## src/rtl/pulse_catch_multi.sv

```systemverilog
// pulse_catch_multi: multi-channel pulse catcher.
// Each channel synchronizes an asynchronous feedback input, qualifies pulses
// (input away from its idle level) that last at least N = max(io_filterCnt, 1)
// clocks, and reports a sticky catch flag, a one-cycle catch strobe, the width
// of the last completed qualified pulse and a sticky width-overflow flag.
// Channels share only the clock, reset and the filter count.
module pulse_catch_multi #(
  parameter int _RAM_WIDTH  = 32,
  parameter int CH_NUM      = 4,
  parameter int SYNC_STAGES = 2   // legal range 2..4
) (
  input  logic                         io_clk,
  input  logic                         io_rst_n,
  input  logic [CH_NUM-1:0]            io_fb_in,
  input  logic [CH_NUM-1:0]            io_defaultLevel,
  input  logic [CH_NUM-1:0]            io_enable,
  input  logic [_RAM_WIDTH-1:0]        io_filterCnt,
  input  logic [CH_NUM-1:0]            io_clear,
  output logic [CH_NUM-1:0]            io_fb_catch,
  output logic [CH_NUM-1:0]            io_catch_pulse,
  output logic [CH_NUM*_RAM_WIDTH-1:0] io_width,
  output logic [CH_NUM-1:0]            io_width_valid,
  output logic [CH_NUM-1:0]            io_overflow
);

  typedef enum logic [1:0] {
    ST_IDLE   = 2'd0,
    ST_QUAL   = 2'd1,
    ST_ACTIVE = 2'd2
  } state_t;

  localparam logic [_RAM_WIDTH-1:0] CNT_ONE = _RAM_WIDTH'(1);
  localparam logic [_RAM_WIDTH-1:0] CNT_MAX = '1;

  // A filter count of zero behaves like one: a single active sample qualifies.
  logic [_RAM_WIDTH-1:0] n_eff;
  assign n_eff = (io_filterCnt == '0) ? CNT_ONE : io_filterCnt;

  for (genvar gi = 0; gi < CH_NUM; gi++) begin : g_ch

    logic [SYNC_STAGES-1:0] sync_reg;
    logic                   active;

    state_t                 state_reg,  state_next;
    logic [_RAM_WIDTH-1:0]  cnt_reg,    cnt_next;
    logic [_RAM_WIDTH-1:0]  cnt_inc;
    logic [_RAM_WIDTH-1:0]  width_reg,  width_next;
    logic                   catch_reg,  catch_next;
    logic                   pulse_reg,  pulse_next;
    logic                   wv_reg,     wv_next;
    logic                   ovf_reg,    ovf_next;
    logic                   set_ovf;

    // Input synchronizer; always clears to 0, independent of the idle level.
    always_ff @(posedge io_clk or negedge io_rst_n) begin
      if (!io_rst_n) begin
        sync_reg <= '0;
      end else begin
        sync_reg <= {sync_reg[SYNC_STAGES-2:0], io_fb_in[gi]};
      end
    end

    // Idle level is applied live, so changing it mid-pulse looks like an edge.
    assign active = sync_reg[SYNC_STAGES-1] ^ io_defaultLevel[gi];

    // Saturating increment of the pulse-length counter.
    assign cnt_inc = (cnt_reg == CNT_MAX) ? CNT_MAX : cnt_reg + CNT_ONE;

    // Next-state, counter and output-strobe logic for one channel.
    always_comb begin
      state_next = state_reg;
      cnt_next   = cnt_reg;
      width_next = width_reg;
      pulse_next = 1'b0;
      wv_next    = 1'b0;
      set_ovf    = 1'b0;

      if (!io_enable[gi]) begin
        // Disabled: abandon any pulse in progress, keep flags and width.
        state_next = ST_IDLE;
        cnt_next   = '0;
      end else begin
        unique case (state_reg)
          ST_IDLE: begin
            if (active) begin
              cnt_next = CNT_ONE;
              if (n_eff == CNT_ONE) begin
                state_next = ST_ACTIVE;
                pulse_next = 1'b1;
              end else begin
                state_next = ST_QUAL;
              end
            end else begin
              cnt_next = '0;
            end
          end

          ST_QUAL: begin
            if (active) begin
              cnt_next = cnt_inc;
              // Live compare: a filter count lowered mid-pulse takes effect now.
              if (cnt_inc >= n_eff) begin
                state_next = ST_ACTIVE;
                pulse_next = 1'b1;
              end
            end else begin
              // Too short: glitch is dropped without any report.
              state_next = ST_IDLE;
              cnt_next   = '0;
            end
          end

          ST_ACTIVE: begin
            if (active) begin
              cnt_next = cnt_inc;
            end else begin
              state_next = ST_IDLE;
              cnt_next   = '0;
              width_next = cnt_reg;
              wv_next    = 1'b1;
            end
          end

          default: begin
            state_next = ST_IDLE;
            cnt_next   = '0;
          end
        endcase

        // A qualified pulse whose length has hit the counter ceiling.
        set_ovf = (state_next == ST_ACTIVE) && (cnt_next == CNT_MAX);
      end
    end

    // Sticky flags: a set in the same cycle as a clear takes priority.
    assign catch_next = pulse_next | (catch_reg & ~io_clear[gi]);
    assign ovf_next   = set_ovf    | (ovf_reg   & ~io_clear[gi]);

    // State, counter and registered outputs of the channel.
    always_ff @(posedge io_clk or negedge io_rst_n) begin
      if (!io_rst_n) begin
        state_reg <= ST_IDLE;
        cnt_reg   <= '0;
        width_reg <= '0;
        catch_reg <= 1'b0;
        pulse_reg <= 1'b0;
        wv_reg    <= 1'b0;
        ovf_reg   <= 1'b0;
      end else begin
        state_reg <= state_next;
        cnt_reg   <= cnt_next;
        width_reg <= width_next;
        catch_reg <= catch_next;
        pulse_reg <= pulse_next;
        wv_reg    <= wv_next;
        ovf_reg   <= ovf_next;
      end
    end

    assign io_fb_catch[gi]                          = catch_reg;
    assign io_catch_pulse[gi]                       = pulse_reg;
    assign io_width[gi*_RAM_WIDTH +: _RAM_WIDTH]    = width_reg;
    assign io_width_valid[gi]                       = wv_reg;
    assign io_overflow[gi]                          = ovf_reg;

  end : g_ch

endmodule

```

## config.mk

```make
export PLATFORM = sky130hd
export DESIGN_NAME = pulse_catch_multi
export DESIGN_NICKNAME = d
export VERILOG_FILES = /design/src/rtl/pulse_catch_multi.sv
export SDC_FILE = /design/constraint.sdc
export NUM_CORES = 1
export LEC_CHECK = 0
export ABC_AREA = 1
export CORE_ASPECT_RATIO = 0.75
export CORE_MARGIN = 2
export CORE_UTILIZATION = 35
export CTS_CLUSTER_SIZE = 20
export DETAILED_ROUTE_END_ITERATION = 12
export GPL_ROUTABILITY_DRIVEN = 1
export PLACE_DENSITY = 0.53
export SETUP_SLACK_MARGIN = 0.1
export SYNTH_ARGS = -nofsm -noshare
export SYNTH_HDL_FRONTEND = slang
export SYNTH_SLANG_ARGS = --single-unit
```

## constraint.sdc

```tcl
create_clock -name io_clk -period 4.2 [get_ports io_clk]
set_input_delay 0.84 -clock io_clk [delete_from_list [all_inputs] [get_ports io_clk]]
set_output_delay 0.84 -clock io_clk [all_outputs]
set_load 0.05 [all_outputs]
```

* Word level (Yosys, flattened, before mapping)
Cells that the tools add are included.
Word-level totals: bits in registers 288, input port bits 50, output and inout port bits 144, logic and storage cells 197
Operators by class: add/sub/neg operators 4, $lt $le $gt $ge 4, eq/ne operators 21, multiplexer cells 91, bitwise gates (word level) 28, reductions and logical operators 17
Operator list (number):
- $mux 32 | 17
- $eq 32x32->1 const B | 8
- $pmux 32 s2 | 4
- $add 32x1->32 const B | 4
- $ge 32x32->1 | 4
- $mux 2 | 25
- $mux 1 | 37
- $eq 32x1->1 const B | 1
- $logic_not 32->1 | 1
- $pmux 2 s3 | 4
- $eq 2x2->1 const B | 8
- $reduce_and 3->1 | 4
- $and 1x1->1 | 8
- $eq 2x1->1 const B | 4
- $logic_not 2->1 | 4
- $not 1->1 | 8
- $or 1x1->1 | 8
- $pmux 1 s2 | 4
- $reduce_or 2->1 | 4
- $logic_and 1x1->1 | 4
- $xor 1x1->1 | 4

* Longest topological paths before layout
Gate-level depths: netlist of the first run.
word-level depth 11, mapped depth 26, gate-level depth less buffers 26

* Worst setup path before layout of the first run
OpenSTA, ideal clock, no wires.
path kind reg2reg, start reg g_ch[2].cnt_reg[2], end reg g_ch[2].ovf_reg, library setup time 0.116 ns, arrival 3.036 ns, data required time 4.084 ns, setup slack 1.048 ns, cell stages (with the launch flop) 26, path buffers 0, clock period less this slack 3.152 ns, cell sequence dfrtp_1 nand3_2 nor2_4 nand3_1 nor3_2 nand3_2 nor2_2 nand4_1 nand3b_1 nand2_1 nand2_1 nor2_1 inv_1 ha_1 nand2_1 nor2_1 a211oi_1 nor2_1 nor4_1 nand3_1 nand2_1 nand2_1 nand2_1 nand2_1 nand2_1 nand2_1
On the way: longest elaborated chain between the ends 11, elaborated cells on any way between the ends 16, classes of those cells add/sub (1); order compare (1); eq/ne (3); mux (9); bitwise (1); reduce/logical (1)
RTL lines:
- start: declaration | line 45 | logic [_RAM_WIDTH-1:0] cnt_reg, cnt_next;
- start signal: assignment | line 151 | cnt_reg <= cnt_next;
- $add 32x1->32 or $eq 32x32->1 (tied branches) | line 67 | assign cnt_inc = (cnt_reg == CNT_MAX) ? CNT_MAX : cnt_reg + CNT_ONE;
- $mux 32 (*) | line 67
- $ge 32x32->1 | line 102 | if (cnt_inc >= n_eff) begin
- $mux 2 | line 102
- $mux 2 | line 99 | if (active) begin
- $pmux 2 s3 | line 83 | unique case (state_reg)
- $mux 2 | line 78 | if (!io_enable[gi]) begin
- $eq 2x2->1 | line 131 | set_ovf = (state_next == ST_ACTIVE) && (cnt_next == CNT_MAX);
- $logic_and 1x1->1 (*) | line 131
- $mux 1 (*) | line 78
- $or 1x1->1 (*) | line 137 | assign ovf_next = set_ovf | (ovf_reg & ~io_clear[gi]);
- net g_ch[2].ovf_next | line 51 | logic ovf_reg, ovf_next;
- end signal: assignment | line 156 | ovf_reg <= ovf_next;
- end: declaration | line 51
The timed path passes the listed nets; every way through them passes the cells marked *. The select of a mux whose other input is x is not followed. A chain may end at the register's enable or synchronous reset.

* Worst setup path in the final report of the first run
start reg g_ch[3].cnt_reg[0], end reg g_ch[3].ovf_reg
On the way: longest elaborated chain between the ends 11, elaborated cells on any way between the ends 16, classes of those cells add/sub (1); order compare (1); eq/ne (3); mux (9); bitwise (1); reduce/logical (1)
RTL lines (line):
- start: declaration | 45
- start signal: assignment | 151
- $add 32x1->32 or $eq 32x32->1 (tied branches) | 67
- $mux 32 (*) | 67
- $ge 32x32->1 | 102
- $mux 2 | 102
- $mux 2 | 99
- $pmux 2 s3 | 83
- $mux 2 | 78
- $eq 2x2->1 | 131
- $logic_and 1x1->1 (*) | 131
- $mux 1 (*) | 78
- $or 1x1->1 (*) | 137
- net g_ch[3].ovf_next | 51
- end signal: assignment | 156
- end: declaration | 51
Marked as above.

==> flow_summary.yaml, run 1 <==
sta:
  period_needed_ns: 3.63
  setup-violations-final: 0
  fin_skew_ns: 0.0139
  fmax_ghz: 0.276
  worst_slack_ns: 0.575
  setup-tns-final_ns: 0
  finalHoldViolations: 0
  grt_setup_unrepaired: "false"
  post-route-period-util_pct: 86.3
  tightest_slew_ns: 0.762
  relSlewSlack_pct: 49.1
  slew_violations: 0
grt:
  grt_antenna_before_repair: 1
  grt_max_degree: 83
  grt_overflow: 0
  grt_pass1_vias: 16500
  grt_util_all_layers_pct: 22.6
  grt_pass1_wl_mm: 94.2
detailed_routing:
  drt_wl_total_mm: 60.0
  drt_pre_antenna_iters: 6
  wl_per_cell_um: 18.0
  vias_per_cell: 5.06
  ant_nets: 0
  drc_errors: 0
  drt_iter0_drc: 1535
  num_vias: 16900
synth:
  syn_area_per_cell_sq_um: 7.36
  synth_area_leaders: "dfrtp_1 (40%), nand2_1 (14%), ha_1 (9.7%)"
  yosys.cell_types.count: 51
  seq_area_frac_synth_pct: 40.0
  synth.most_common_cell: "nand2_1"
  synth_common_cells: "nand2_1 (691), inv_1 (349), dfrtp_1 (288)"
  syn_nets: 2640
  yosysTopAreaCell: "dfrtp_1"
  synth_top_flop_cell: "dfrtp_1"
  synthCells: 2450
  synth_edf_count: 0
  synth-seq-cells: 288
  syn_area_sq_mm: 0.0180
  synth_warnings: 0
  synth-async-reset-ratio_pct: 100
  synth_top_cell_area_share_pct: 40.0
critical_path:
  required_ns: 4.63
  reg2reg_from: "g_ch[3].cnt_reg[0]$_DFF_PN0_"
  reg2reg_depth: 22
  worstPathArrival_ns: 4.06
  rrSetupSlack_ns: 0.57
  r2r-end: "g_ch[3].ovf_reg$_DFF_PN0_"
  path_class: "reg2reg"
  cp_max_fo: 16
  crit_path_end_kind: "register"
  cp-start-kind: "register"
cells_and_area:
  nets: 2837
  final_layout_size_suffix_gt1_share_pct: 6.74
  syn_to_final_growth_pct: 21.6
  instances_no_fill: 3336
  insertedDiodeCount: 0
pwr:
  irDropWorstVdd_mv: 0.203
  total_power_uw: 6910
  pwr-share-seq_pct: 42.0
  switching_share_pct: 27.2
  p_int_uw: 5030
  p_comb_share_pct: 12.2
  clkPwrFrac_pct: 45.8
  power.switching_uw: 1880
  powerDensity_mw_per_mm2: 315
  leakagePower_uw: 0.0109
placed_design:
  pre_cts_ws_ns: 0.578
  dp.cells: 3277
  port_buffers: 193
  gp_congestion: 0.957
  hpwl_mm: 46.7
hold_path:
  min_path_type: "in2async"
floorplan:
  die_h_um: 201
  num_rows: 72
  die_w_um: 266
  die_area_sq_mm: 0.0534
  start_util_pct: 35.2
  ios: 194
  coreArea_sq_mm: 0.0513
clocking:
  hold_buffers: 0
  postCtsSetupRepairBufs: 0
  clk_path_buf_depth: 3
  cts_resized: 0
  cts_tree: "done"
  htreeDepth: 2
  insertion_delay_ns: 0.56
  clock-sinks: 288
  cts-root-buf: "clkbuf_16"
  clk_pin_slew_ns: 0.06
  cts_buffers: 34
status:
  outcome: "finished clean"
flow_run:
  cap_violations: 0
## worst max-delay path: stages (launching register included)
cell and delay, ns:
dfrtp_1 0.41, ha_1 0.24, nand2_1 0.09, nor2_2 0.06, nand2_2 0.16, nor2_4 0.08
nand2_2 0.31, inv_2 0.20, nor3_1 0.46, inv_1 0.10, ha_1 0.20, a21oi_1 0.13
nor2_1 0.05, a211oi_1 0.17, o221ai_1 0.14, a21oi_1 0.21, nand3_1 0.14, nand2_1 0.08
nand2_1 0.05, nand2_1 0.06, nand2_1 0.06, nand2_1 0.06, nand2_1 0.04
## logic make-up (layout without fill, tap and decap cells)
logic type	count (synthesis)	count (layout)	synth area share (%)
AO/OA/AOI/OAI	280	280	8.51
buffers and inverters	418	638	9.14
XOR/XNOR	17	17	0.826
adder cells (fa/ha/maj)	140	140	9.71
flip-flops	288	288	40.0
AND/OR/NAND/NOR	1307	1307	31.9
## final cells by class
class / instances / area [sq um]
flip-flops and latches: 288 / 7210
repair buffers: 220 / 2160
multi-input cells: 1744 / 9180
clock buffers: 47 / 1040
fillers: 5240 / 29300
inverters: 359 / 1350
well taps: 666 / 833
clock inverters: 12 / 146
## routing by layer
layer / share of wire, % / global-route usage (%) / wire, um / vias to the layer above
met1: 49 / 33.0 / 29100 / 7974
met3: 6.9 / 4.99 / 4120 / 92
li1: - / - / - / 8265
met2: 42 / 33.6 / 25400 / 530
met5: 0.16 / 1.08 / 94 / -
met4: 2.1 / 5.66 / 1270 / 4
## stage by stage
stage                     hold slack (ns)  area [sq um]  util [%]
after global routing                0.334         21900      42.8
after floorplan                     0.331         18000         -
final                               0.277         21900      42.8
after global placement              0.331         20700      40.4
after detailed placement            0.336         20700      40.4
after CTS                           0.303         21900      42.8
## how the worst max path moves through the flow
stage	startpoint	endpoint	slack, ns
floorplan	g_ch[2].cnt_reg[2]$_DFF_PN0_	g_ch[2].ovf_reg$_DFF_PN0_	1.05
global placement	g_ch[1].cnt_reg[0]$_DFF_PN0_	g_ch[1].ovf_reg$_DFF_PN0_	0.62
detailed placement	g_ch[2].cnt_reg[2]$_DFF_PN0_	g_ch[2].ovf_reg$_DFF_PN0_	0.58
CTS	g_ch[2].cnt_reg[2]$_DFF_PN0_	g_ch[2].ovf_reg$_DFF_PN0_	0.56
global route	g_ch[2].cnt_reg[16]$_DFF_PN0_	g_ch[2].ovf_reg$_DFF_PN0_	0.12
finish	g_ch[3].cnt_reg[0]$_DFF_PN0_	g_ch[3].ovf_reg$_DFF_PN0_	0.57
## placed cells by master (no fill, tap or decap), types with 3 or more instances in the layout
cell type,Yosys,final
nor3_4,4,4
clkbuf_8,0,8
nor3_1,45,45
a211oi_1,12,12
o21ai_1,5,5
inv_1,349,349
o32ai_1,3,3
nand4_1,56,56
nor2_1,273,273
inv_2,6,6
and3_1,3,3
o221a_2,4,4
o211ai_1,8,8
nand3_2,7,7
a31oi_1,8,8
clkbuf_16,0,37
nor3_2,6,6
nor2_2,17,17
buf_4,16,25
nor2_4,9,9
xor2_1,16,16
ha_1,140,140
clkinv_1,3,3
nand2_4,3,3
clkinv_2,1,6
nand3_1,129,129
clkdlybuf4s50_1,0,192
o21ai_0,155,155
dfrtp_1,288,288
a21oi_1,73,73
nor4_1,18,18
clkinvlp_4,0,3
nand2_2,18,18
nand2_1,691,691
or2_2,13,13
nand3b_1,6,6
bufinv_16,0,3
## power groups by stage
stage               clock network, uW  logic (uW)  registers [uW]
detailed placement                  0         842            2950
finish                           3160         845            2900
CTS                              3250         845            2900
global placement                    0         834            2950
floorplan                           0         259            3150
global route                     3360         911            2910
Note: power is estimated with default switching activity, not from simulation.
==> run 2, diff against run 1 <==
Settings changed: CAP_MARGIN set to 25, CTS_CLUSTER_SIZE 20 to 8.
==> run 2 against run 1 <==
  * Utilization hardly changed
  * Clock power about the same
  * Final cell count is 0.30% lower
  * Sequential share of layout area about the same
  * Clock skew up 0.0032 ns
  * Design area about the same
  * Flip-flop and latch count unchanged
  * Total power is 0.34% higher
  * Critical path depth down 2
  * Die area unchanged
  * Global-route usage increased by 0.091 points
  * Count of clock-buffer cells in the layout rose by 1
  * Largest cell class unchanged
  * Highest routed layer unchanged
==> flow_summary.yaml, run 2 (synthesis gave the netlist of run 1 again) <==
status:
  outcome: "finished clean"
critical_path:
  max_stage_delay_ns: 0.40
  cp_max_fo: 6
  crit_top_cell: "nand2_1"
  critical-path-top-delay-family: "simple AND/OR/NAND/NOR gates"
  required_ns: 4.65
  critical_path.slowest_cell: "nand4_1"
  cp-start-kind: "register"
  worstPathArrival_ns: 4.09
  crit_chain: "ha_1 -> nand2_1 -> nor2_2 -> nand2_2 -> nor2_4 -> nand4_1 -> nand3_1 -> ha_1 -> nand2_1 -> nor2_1 -> a211oi_1 -> o221ai_1 -> a21oi_1 -> nand3_1 -> nand2_1 -> nand2_1 -> nand2_1 -> nand2_1 -> nand2_1 -> nand2_1"
  path_class: "reg2reg"
  crit_path_end_kind: "register"
  crit_buf_inv: 0
sta:
  period_needed_ns: 3.63
  worst_slack_ns: 0.567
  setup-tns-final_ns: 0
  post-route-period-util_pct: 86.5
  fin_skew_ns: 0.0171
  relSlewSlack_pct: 49.0
  setup-violations-final: 0
  hold_ws_ns: 0.258
  slew_violations: 0
  grt_setup_unrepaired: "false"
  finalHoldViolations: 0
  fmax_ghz: 0.275
  tightest_slew_ns: 0.763
cells_and_area:
  final_layout_size_suffix_gt1_share_pct: 6.39
  most-common-layout-cells: "nand2_1 (691), inv_1 (349), dfrtp_1 (288)"
  syn_to_final_growth_pct: 21.5
  nets: 2845
  final_common_cell: "nand2_1"
  insertedDiodeCount: 0
  final.fill_count: 5235
grt:
  grt_overflow: 0
  grt_max_degree: 83
  grt_pass1_vias: 16600
  grt_antenna_before_repair: 1
  grt_util_all_layers_pct: 22.7
  grt_pass1_wl_mm: 94.6
detailed_routing:
  drt_wl_total_mm: 60.0
  drc_errors: 0
  wl_per_cell_um: 18.0
  drt_pre_antenna_iters: 6
  ant_nets: 0
  drt_iter0_drc: 1414
  num_vias: 16900
  vias_per_cell: 5.07
floorplan:
  start_util_pct: 35.2
  ios: 194
  die_h_um: 201
  num_rows: 72
  die_area_sq_mm: 0.0534
  die_w_um: 266
  coreArea_sq_mm: 0.0513
pwr:
  pwr-share-seq_pct: 41.9
  irDropWorstVdd_mv: 0.209
  switching_share_pct: 27.0
  leakagePower_uw: 0.0109
  p_int_uw: 5060
  clkPwrFrac_pct: 45.9
  p_comb_share_pct: 12.2
  powerDensity_mw_per_mm2: 316
  power.switching_uw: 1870
hold_path:
  min_path_type: "in2async"
flow_run:
  cap_violations: 0
clocking:
  clk_path_buf_depth: 3
  clk_pin_slew_ns: 0.05
  hold_buffers: 0
  clock-sinks: 288
  htreeDepth: 2
  cts-root-buf: "clkbuf_16"
  cts_resized: 0
  insertion_delay_ns: 0.57
  cts_tree: "done"
  cts_buffers: 42
  postCtsSetupRepairBufs: 0
placed_design:
  port_buffers: 193
  gp_congestion: 0.957
  hpwl_mm: 46.7
  pre_cts_ws_ns: 0.578
## run 2: changes by cell type in the layout (fill, tap and decap cells not counted), sizes merged
cell	previous run	this run
clkinvlp	3	0
clkinv	10	4
bufinv	3	1
clkbuf	47	48
## run 2: metal layers
metal | wire, um | GRT usage (%) | vias to the layer above
li1 | - | - | 8286
met1 | 28900 | 33.0 | 7930
met2 | 25400 | 33.9 | 553
met3 | 4520 | 5.20 | 84
met4 | 1210 | 5.74 | 2
met5 | 13 | 0 | -
## run 2: per-stage QoR
stage	util, %	instance area, sq um	instances	total power, uW
2_1_floorplan	-	18000	2450	3410
3_3_place_gp	40.4	20700	3277	3780
6_report	42.7	21900	3326	6930
4_1_cts	42.7	21900	3326	7030
5_1_grt	42.7	21900	3326	7210
3_5_place_dp	40.4	20700	3277	3790
## run 2: cell type report
class	instances	area [sq um]	share of cell area, %
tap	666	833	3.80
clock inverter	1	30.0	0.137
inverter	359	1350	6.16
timing repair buffer	220	2160	9.88
multi-input combinational	1744	9180	41.9
sequential	288	7210	32.9
clock buffer	48	1150	5.24
## run 2: final timing paths
kind | from | endpoint | slack, ns | cells after the start
max | g_ch[3].cnt_reg[0]$_DFF_PN0_ | g_ch[3].ovf_reg$_DFF_PN0_ | 0.57 | 20
min | io_rst_n | g_ch[1].width_reg[13]$_DFFE_PN0P_ | 0.26 | 1
max reg2reg | g_ch[3].cnt_reg[0]$_DFF_PN0_ | g_ch[3].ovf_reg$_DFF_PN0_ | 0.57 | 20
min reg2reg | g_ch[0].sync_reg[0]$_DFF_PN0_ | g_ch[0].sync_reg[1]$_DFF_PN0_ | 0.35 | 0
max in group asynchronous | io_rst_n | g_ch[3].pulse_reg$_DFF_PN0_ | 2.98 | 2
min in group io_clk | g_ch[0].sync_reg[0]$_DFF_PN0_ | g_ch[0].sync_reg[1]$_DFF_PN0_ | 0.35 | 0
## run 2: power groups by stage
stage	Combinational, uW	Clock [uW]	Sequential [uW]
4_1_cts	845	3280	2900
6_report	844	3180	2900
5_1_grt	911	3390	2910
3_5_place_dp	842	0	2950
2_1_floorplan	259	0	3150
3_3_place_gp	834	0	2950
==> run 3, diff against run 2 <==
Settings changed: CORE_MARGIN 2 to unset, SLEW_MARGIN set to 20.
==> run 3 against run 2 <==
  * First-iteration DRC count is 4.7% lower
  * Global-route usage fell by 0.55 points
  * Design area shrank 0.34%
  * Combinational power is 2% lower
  * Flip-flop and latch count is the same
  * Sequential power barely moved
  * Critical endpoint is now g_ch[2].ovf_reg$_DFF_PN0_
  * Highest routed layer is now met4
  * Register-to-register slack got worse by 0.06 ns
==> flow_summary.yaml, run 3 (synthesis gave the netlist of run 1 again) <==
critical_path:
  path_class: "reg2reg"
  crit_buf_inv: 1
  max_stage_delay_ns: 0.45
  critical_path.slowest_cell: "dfrtp_1"
  worstPathArrival_ns: 4.15
  critical-path-top-delay-family: "simple AND/OR/NAND/NOR gates"
  cp_max_fo: 5
  crit_top_cell: "nand2_1"
  critPathLaunch: "g_ch[2].cnt_reg[0]$_DFF_PN0_"
  required_ns: 4.66
  cp-start-kind: "register"
  crit_path_end_kind: "register"
  reg2reg_from: "g_ch[2].cnt_reg[0]$_DFF_PN0_"
status:
  outcome: "finished clean"
clocking:
  clk_path_buf_depth: 3
  insertion_delay_ns: 0.56
  postCtsSetupRepairBufs: 0
  clk_pin_slew_ns: 0.05
  htreeDepth: 2
  hold_buffers: 0
  cts_tree: "done"
  cts_resized: 0
  cts-root-buf: "clkbuf_16"
  cts_buffers: 42
  clock-sinks: 288
grt:
  grt_pass1_vias: 16100
  grt_max_degree: 107
  grt_overflow: 0
  grt_util_all_layers_pct: 22.1
  grt_antenna_before_repair: 3
  grt_pass1_wl_mm: 90.3
pwr:
  leakagePower_uw: 0.0109
  irDropWorstVdd_mv: 0.217
  powerDensity_mw_per_mm2: 311
  total_power_uw: 6780
detailed_routing:
  drt_wl_total_mm: 57.7
  vias_per_cell: 5.06
  num_vias: 16800
  drt_iter0_drc: 1347
  drt_pre_antenna_iters: 7
  ant_nets: 0
  drc_errors: 0
  wl_per_cell_um: 17.4
sta:
  setup-violations-final: 0
  grt_setup_unrepaired: "false"
  fmax_ghz: 0.270
  slew_violations: 0
  fin_skew_ns: 0.0237
  period_needed_ns: 3.70
  hold_ws_ns: 0.341
  tightest_slew_ns: 0.874
  setup-tns-final_ns: 0
  relSlewSlack_pct: 41.8
  post-route-period-util_pct: 88.0
  finalHoldViolations: 0
flow_run:
  cap_violations: 0
placed_design:
  gp_congestion: 0.919
  dp.cells: 3265
  port_buffers: 193
  hpwl_mm: 45.4
cells_and_area:
  final_common_cell: "nand2_1"
  final_layout_size_suffix_gt1_share_pct: 6.32
  instances_no_fill: 3315
  final.fill_count: 5135
  syn_to_final_growth_pct: 21.1
  final_util_pct: 43.3
  most-common-layout-cells: "nand2_1 (691), inv_1 (349), dfrtp_1 (288)"
  nets: 2842
floorplan:
  num_rows: 71
  ios: 194
  die_area_sq_mm: 0.0524
  start_util_pct: 35.7
  die_h_um: 199
  coreArea_sq_mm: 0.0505
  die_w_um: 264
hold_path:
  min_path_type: "reg2reg"
  min_from: "g_ch[1].sync_reg[0]$_DFF_PN0_"
==> run 3: worst register-to-register path: stages, from the launching register on <==
cell and delay, ns:
dfrtp_1 0.45, nand3_2 0.14, nor2_4 0.16, nand3_1 0.14
nor3_2 0.23, nand3_2 0.16, nor2_2 0.15, nand4_1 0.08
nand3b_1 0.18, nand2_1 0.07, nand2_1 0.05, nor2_1 0.13
inv_1 0.08, ha_1 0.29, nand2_1 0.09, nor2_1 0.05
a211oi_1 0.16, nor2_1 0.06, nor4_1 0.39, nand3_1 0.15
nand2_1 0.09, nand2_1 0.06, nand2_1 0.06, nand2_1 0.07
nand2_1 0.07, nand2_1 0.05
==> run 3: final cells by class <==
class | count | area (sq um) | area share, %
inverters | 359 | 1350 | 6.18
repair buffers | 217 | 2150 | 9.87
clock inverters | 4 | 38.8 | 0.178
diodes | 1 | 2.50 | 0.0115
clock buffers | 45 | 1080 | 4.96
well taps | 657 | 822 | 3.76
multi-input cells | 1744 | 9180 | 42.0
flip-flops and latches | 288 | 7210 | 33.0
==> run 3: path summary, 6_finish.rpt <==
kind,to,slack (ns),depth (start not counted)
hold / removal,g_ch[1].sync_reg[1]$_DFF_PN0_,0.34,0
hold reg to reg,g_ch[1].sync_reg[1]$_DFF_PN0_,0.34,0
setup reg to reg,g_ch[2].ovf_reg$_DFF_PN0_,0.50,25
min in group asynchronous,g_ch[1].width_reg[8]$_DFFE_PN0P_,0.37,1
setup / recovery,g_ch[2].ovf_reg$_DFF_PN0_,0.50,25
max in group asynchronous,g_ch[3].cnt_reg[23]$_DFF_PN0_,2.90,2
==> run 3: power by group <==
part | switching, uW | internal [uW]
clock network | 1250 | 1800
logic | 575 | 253
registers | 47.9 | 2860
total | 1870 | 4910
==> run 3: through the flow <==
| step | area, sq um | setup WS, ns |
|---|---|---|
| global route | 21800 | 0.127 |
| global placement | 20700 | 0.307 |
| CTS | 21800 | 0.526 |
| detailed placement | 20700 | 0.165 |
| finish | 21800 | 0.503 |
| floorplan | 18000 | 1.05 |
==> run 3: per-layer routing <==
| metal | vias up | track usage, % | wire length (um) |
|---|---|---|---|
| met5 | - | 0 | 0 |
| met4 | 0 | 5.77 | 1080 |
| met3 | 79 | 3.91 | 3760 |
| met2 | 550 | 34.4 | 25200 |
| met1 | 7883 | 31.7 | 27800 |
| li1 | 8270 | - | - |
